--- config.mk ---
export PLATFORM = sky130hd
export DESIGN_NAME = chan_accum32_flat
export DESIGN_NICKNAME = d
export VERILOG_FILES = /design/src/rtl/chan_accum32_if.sv /design/src/rtl/chan_accum32.sv /design/src/flat_wrapper.sv
export SDC_FILE = /design/constraint.sdc
export NUM_CORES = 1
export LEC_CHECK = 0
export ABC_AREA = 1
export BUFFER_PORTS_ARGS = -buffer_cell sky130_fd_sc_hd__buf_4
export CAP_MARGIN = 20
export CORE_MARGIN = 1.5
export CORE_UTILIZATION = 40
export DETAILED_ROUTE_END_ITERATION = 6
export RECOVER_POWER = 50
export SYNTH_ARGS = -nofsm -noshare
export SYNTH_HDL_FRONTEND = slang
export SYNTH_SLANG_ARGS = --single-unit
export TNS_END_PERCENT = 5
--- constraint.sdc ---
create_clock -name clk -period 2.3 [get_ports clk]
set_input_delay 0.23 -clock clk [delete_from_list [all_inputs] [get_ports clk]]
set_output_delay 0.23 -clock clk [all_outputs]
set_load 0.005 [all_outputs]
--- src/rtl/chan_accum32_if.sv ---
// Handshake bundle for the channel accumulator: start/ch_num command,
// partial-sum input stream, and the result stream toward the ReLU stage.
interface chan_accum32_if #(
   parameter int DW = 32,
   parameter int CW = 8
);
   logic          start;
   logic [CW-1:0] ch_num;
   logic [DW-1:0] psum_in;
   logic          psum_valid;
   logic          psum_ready;
   logic [DW-1:0] acc_out;
   logic          acc_valid;
   logic          acc_ready;
   logic          sat;
   logic          busy;

   modport slave (
      input  start, ch_num, psum_in, psum_valid, acc_ready,
      output psum_ready, acc_out, acc_valid, sat, busy
   );

   modport master (
      output start, ch_num, psum_in, psum_valid, acc_ready,
      input  psum_ready, acc_out, acc_valid, sat, busy
   );
endinterface

--- src/rtl/chan_accum32.sv ---
// Sums ch_num signed partial sums with saturation and holds the result
// until the downstream ReLU stage takes it.
//
// state | meaning
// IDLE  | waiting for start with a non-zero channel count
// ACCUM | accepting partial sums, one per valid beat
// HOLD  | result presented on acc_out, waiting for acc_ready
module chan_accum32 #(
   parameter int DW = 32,
   parameter int CW = 8
) (
   input logic            clk,
   input logic            rst_n,
   chan_accum32_if.slave  bus
);

   typedef enum logic [1:0] {
      IDLE  = 2'd0,
      ACCUM = 2'd1,
      HOLD  = 2'd2
   } state_t;

   localparam logic [DW-1:0] SAT_POS = {1'b0, {(DW-1){1'b1}}};
   localparam logic [DW-1:0] SAT_NEG = {1'b1, {(DW-1){1'b0}}};

   state_t        state_q, state_d;
   logic [CW-1:0] cnt_q, cnt_d;
   logic [CW-1:0] chn_q, chn_d;
   logic [DW-1:0] acc_q, acc_d;
   logic          sat_q, sat_d;

   logic [DW:0]   sum_ext;
   logic [DW-1:0] sum_sat;
   logic          ovf;
   logic          start_ok;
   logic          beat;

   // Sign-extended add; overflow when the two top bits of the wide sum disagree.
   always_comb begin
      sum_ext = {acc_q[DW-1], acc_q} + {bus.psum_in[DW-1], bus.psum_in};
      ovf     = sum_ext[DW] ^ sum_ext[DW-1];
      sum_sat = sum_ext[DW-1:0];
      if (ovf) begin
         sum_sat = sum_ext[DW] ? SAT_NEG : SAT_POS;
      end
   end

   // State and datapath registers; reset discards any partial result.
   always_ff @(posedge clk or negedge rst_n) begin
      if (!rst_n) begin
         state_q <= IDLE;
         cnt_q   <= '0;
         chn_q   <= '0;
         acc_q   <= '0;
         sat_q   <= 1'b0;
      end else begin
         state_q <= state_d;
         cnt_q   <= cnt_d;
         chn_q   <= chn_d;
         acc_q   <= acc_d;
         sat_q   <= sat_d;
      end
   end

   // Next-state and datapath update.
   always_comb begin
      state_d  = state_q;
      cnt_d    = cnt_q;
      chn_d    = chn_q;
      acc_d    = acc_q;
      sat_d    = sat_q;
      start_ok = bus.start && (bus.ch_num != '0);
      beat     = (state_q == ACCUM) && bus.psum_valid;

      case (state_q)
         IDLE: begin
            if (start_ok) begin
               chn_d   = bus.ch_num;
               cnt_d   = '0;
               sat_d   = 1'b0;
               state_d = ACCUM;
            end
         end
         ACCUM: begin
            if (beat) begin
               // first beat loads so nothing from the previous result leaks in
               if (cnt_q == '0) begin
                  acc_d = bus.psum_in;
               end else begin
                  acc_d = sum_sat;
                  sat_d = sat_q | ovf;
               end
               cnt_d = cnt_q + CW'(1);
               if (cnt_q == chn_q - CW'(1)) begin
                  state_d = HOLD;
               end
            end
         end
         HOLD: begin
            if (bus.acc_ready) begin
               if (start_ok) begin
                  chn_d   = bus.ch_num;
                  cnt_d   = '0;
                  sat_d   = 1'b0;
                  state_d = ACCUM;
               end else begin
                  state_d = IDLE;
               end
            end
         end
         default: begin
            state_d = IDLE;
         end
      endcase
   end

   // Outputs decoded straight from registered state.
   always_comb begin
      bus.psum_ready = (state_q == ACCUM);
      bus.acc_valid  = (state_q == HOLD);
      bus.acc_out    = acc_q;
      bus.sat        = sat_q;
      bus.busy       = (state_q != IDLE);
   end

endmodule
--- src/flat_wrapper.sv ---
// flat-port wrapper written by rule: the top's interface ports become plain ports
module chan_accum32_flat 
#(
   parameter int DW = 32,
   parameter int CW = 8
)
  (clk, rst_n, bus_start, bus_ch_num, bus_psum_in, bus_psum_valid, bus_acc_ready, bus_psum_ready, bus_acc_out, bus_acc_valid, bus_sat, bus_busy);
  chan_accum32_if #(.DW(DW), .CW(CW)) bus_i ();
  input logic clk;
  input logic rst_n;
  input wire logic [$bits(bus_i.start)-1:0] bus_start;
  input wire logic [$bits(bus_i.ch_num)-1:0] bus_ch_num;
  input wire logic [$bits(bus_i.psum_in)-1:0] bus_psum_in;
  input wire logic [$bits(bus_i.psum_valid)-1:0] bus_psum_valid;
  input wire logic [$bits(bus_i.acc_ready)-1:0] bus_acc_ready;
  output wire logic [$bits(bus_i.psum_ready)-1:0] bus_psum_ready;
  output wire logic [$bits(bus_i.acc_out)-1:0] bus_acc_out;
  output wire logic [$bits(bus_i.acc_valid)-1:0] bus_acc_valid;
  output wire logic [$bits(bus_i.sat)-1:0] bus_sat;
  output wire logic [$bits(bus_i.busy)-1:0] bus_busy;
  assign bus_i.start = bus_start;
  assign bus_i.ch_num = bus_ch_num;
  assign bus_i.psum_in = bus_psum_in;
  assign bus_i.psum_valid = bus_psum_valid;
  assign bus_i.acc_ready = bus_acc_ready;
  assign bus_psum_ready = bus_i.psum_ready;
  assign bus_acc_out = bus_i.acc_out;
  assign bus_acc_valid = bus_i.acc_valid;
  assign bus_sat = bus_i.sat;
  assign bus_busy = bus_i.busy;
  chan_accum32 #(.DW(DW), .CW(CW)) u_core (.clk(clk), .rst_n(rst_n), .bus(bus_i));
endmodule
==> reports/results.ini <==
[detailed_routing]
avgRoutedWirePerCell_um=13.1
viasPerCell=4.79
drc=0
wirelength_um=16300
dr.pass1.iters=5
vias=5960
drtAntennaViolNets=0
drtIter0Drc=307

[power_and_ir_drop]
intPower_mw=6.29
p_seq_frac=0.139
clock_power_share=0.069
total_power_mw=12.3
netSwitchingFraction=0.487
leakagePower_nw=4.15
switching_power_mw=5.98
power_density_mw_per_mm2=1600
vdd_drop_max_v=0.000648
combinationalPowerShare=0.792

[critical_path]
worstPathArrival_ns=2.67
endpoint_kind=flop
crit_fanout=3
path_class=flop to flop
cp_data_required_time_ns=2.55
rrSetupSlack_ns=-0.13
setup.worst_path.start_class=flop

[global_routing]
grt_use_total=0.229
grt_overflow=0
grt_max_degree=52
grt_pass1_wl_um=26600
grt_pass1_vias=5677
antenna_found_initial=0

[yosys]
synthTopCellsByArea=nand2_1, dfrtp_1, ha_1
synth_simple_gate_area_share=0.471
synthMuxAreaShare=0
ys_warn_count=0
synth_fa_ha_area_frac=0.0847
synthArstFlopShare=1.00
synthDominantCellAreaShare=0.250
synth_nets=974
synth_seq_cells=51
avgSynthCellArea_um2=6.05
netlist_top_cells_count=nand2_1, inv_1, nor2_1
synth.distinct_cells=33
ys.flop_type=dfrtp_1
synthXorXnorAreaFrac=0.0438
syn_inst=893
synth_edf_count=0
synth.most_common_cell=nand2_1
synth-compound-area-share=0.0738
synth_area_mm2=0.00541
yosys.area.top_type=nand2_1
ys_seq_area_frac=0.236
synth_top_family_by_area=simple AND/OR/NAND/NOR gates

[clock_network]
cts.htree.levels=2
clkTransAtPathRegs_ns=0.08
cts_buffers=5
cts.sinks=51
clk_latency_ns=0.31
clock-root-buffer=clkbuf_16
clk_path_buf_depth=2
tritoncts=yes

[sta]
finalClockSkew_ns=0.0123
worstMarginPinSlew_ns=1.32
finalSetupViolCount=9
drv_slew=0
max_freq_ghz=0.412
slew_headroom=0.119
fin_crit_ns=2.43
rsz0062_at_grt=true
fin_crit_sh=1.05
timing.final.ws_setup_ns=-0.126
hold_viol=0

[finish]
nFillCells=1331
nNetsFinal=1149
drive_gt1_frac=0.327
diodes=0
final_area_mm2=0.00768
area_delta_synth_final_pct=42.0
final_util=0.582

[floorplan]
rows=42
die_x_um=119
dieArea_mm2=0.0142
core_mm2=0.0132
io_pins=81
start_util=0.410
die_y_um=119

[hold_path]
holdCritPathClass=input port to flop

[outcome]
outcome=complete, but fails checks
violations=setup timing

[flow_run]
drv_cap=0

[place]
dp_hpwl_um=12200
place_area_mm2=0.00684
pre_cts_slack_ns=-0.0713
portBuffers=80
gp_congestion=0.927

-- what timing repair did --
| item | in CTS | in global routing |
|---|---|---|
| buffers inserted | 10 | 5 |
| hold endpoints to repair | 44 | 0 |
| hold buffers | 1 | 0 |
| setup endpoints to repair | 31 | 32 |
| gates resized for setup | 44 | 49 |
| gates cloned | 2 | 2 |
| pin swaps | 11 | 27 |
-- layer usage --
| metal | vias up | wire length (um) | track usage |
|---|---|---|---|
| li1 | 3129 | - | - |
| met1 | 2687 | 7780 | 0.316 |
| met2 | 123 | 7480 | 0.369 |
| met3 | 21 | 775 | 0.0335 |
| met4 | 0 | 287 | 0.0723 |
| met5 | - | 0 | 0 |
-- flip-flops by register name (all words and copies together) (netlist names) --
register	flops
u_core.bus.acc_out	32
u_core.chn_q	8
u_core.cnt_q	8
u_core.state_q	2
u_core.bus.sat	1
-- cell type report --
| type | instances | area (um^2) | area share |
|---|---|---|---|
| timing repair buffer | 186 | 1520 | 0.198 |
| clock buffer | 5 | 125 | 0.0163 |
| tap | 176 | 220 | 0.0287 |
| multi-input combinational | 724 | 4130 | 0.538 |
| clock inverter | 3 | 28.8 | 0.00375 |
| inverter | 100 | 380 | 0.0495 |
| sequential | 51 | 1280 | 0.166 |
-- through the flow --
step                      hold WS [ns]  instances  TNS [ns]
after global routing             0.111       1245     -3.81
final                            0.115       1245    -0.183
after floorplan                -0.0656        893         0
after CTS                        0.109       1240    -0.538
after global placement           0.320       1219  -0.00280
after detailed placement         0.320       1219     -1.66
-- cell families (layout without fill, tap and decap cells) --
| kind of cell | Yosys count | after routing |
|---|---|---|
| AND/OR/NAND/NOR | 589 | 589 |
| buffers and inverters | 118 | 294 |
| adder cells (fa/ha/maj) | 36 | 36 |
| flip-flops | 51 | 51 |
| XOR/XNOR | 27 | 27 |
| AO/OA/AOI/OAI | 72 | 72 |
-- worst max-delay path, stage by stage (launching register included) --
cell	delay [ns]
dfrtp_1	0.37
ha_2	0.20
inv_2	0.04
fa_2	0.33
inv_2	0.07
nand2_2	0.05
nand2_2	0.07
nand3_2	0.08
nand2_2	0.08
nand2_2	0.06
nand2_4	0.07
nand2_4	0.06
nand3_1	0.12
nand2_4	0.09
buf_4	0.14
buf_4	0.13
a21oi_1	0.19
nand2_1	0.08
a21oi_1	0.12
-- cells in the final DEF (no fill, tap or decap), types with 3 or more instances in the layout --
master     netlist  routed
inv_6            0       3
inv_1           95      93
o21bai_1         5       5
nor2_1          81      76
dfrtp_1         51      51
xor2_1          21      21
nand2_2         34      48
ha_4             0      22
nand3_2          1      12
clkbuf_16        0       7
inv_2            5       6
a21oi_2          5      13
nand2_4          3       8
buf_12           2       6
nand3_1         54      43
or2_2           27      27
nand2_1        360     340
a21oi_1         37      28
o21ai_0         22      19
buf_4            2     172
nor4_1           3       3
ha_1            35       8
nor2_2           3       8
nand4_1          8       8
ha_2             0       5
nor3_1           9       9
xnor2_1          6       6
-- power by group through the flow --
stage          Sequential [mW]  Clock [mW]  Combinational, mW
6_report                  1.71       0.851               9.71
3_3_place_gp              1.62           0               8.19
5_1_grt                   1.77       0.905               10.8
2_1_floorplan             1.63           0               5.38
3_5_place_dp              1.63           0               8.23
4_1_cts                   1.67       0.868               9.20
-- path summary, 6_finish.rpt --
path                                                    from                                  to  depth (start not counted)
max                        u_core.bus.acc_out[0]$_DFFE_PN0P_   u_core.bus.acc_out[1]$_DFFE_PN0P_                         18
min                                            bus_ch_num[6]         u_core.chn_q[6]$_DFFE_PN0P_                          3
max reg2reg                u_core.bus.acc_out[0]$_DFFE_PN0P_   u_core.bus.acc_out[1]$_DFFE_PN0P_                         18
min reg2reg                      u_core.chn_q[7]$_DFFE_PN0P_         u_core.chn_q[7]$_DFFE_PN0P_                          2
max in group asynchronous                              rst_n  u_core.bus.acc_out[29]$_DFFE_PN0P_                          2
min in group asynchronous                              rst_n  u_core.bus.acc_out[21]$_DFFE_PN0P_                          2
Power figures use the tool's default switching activity.
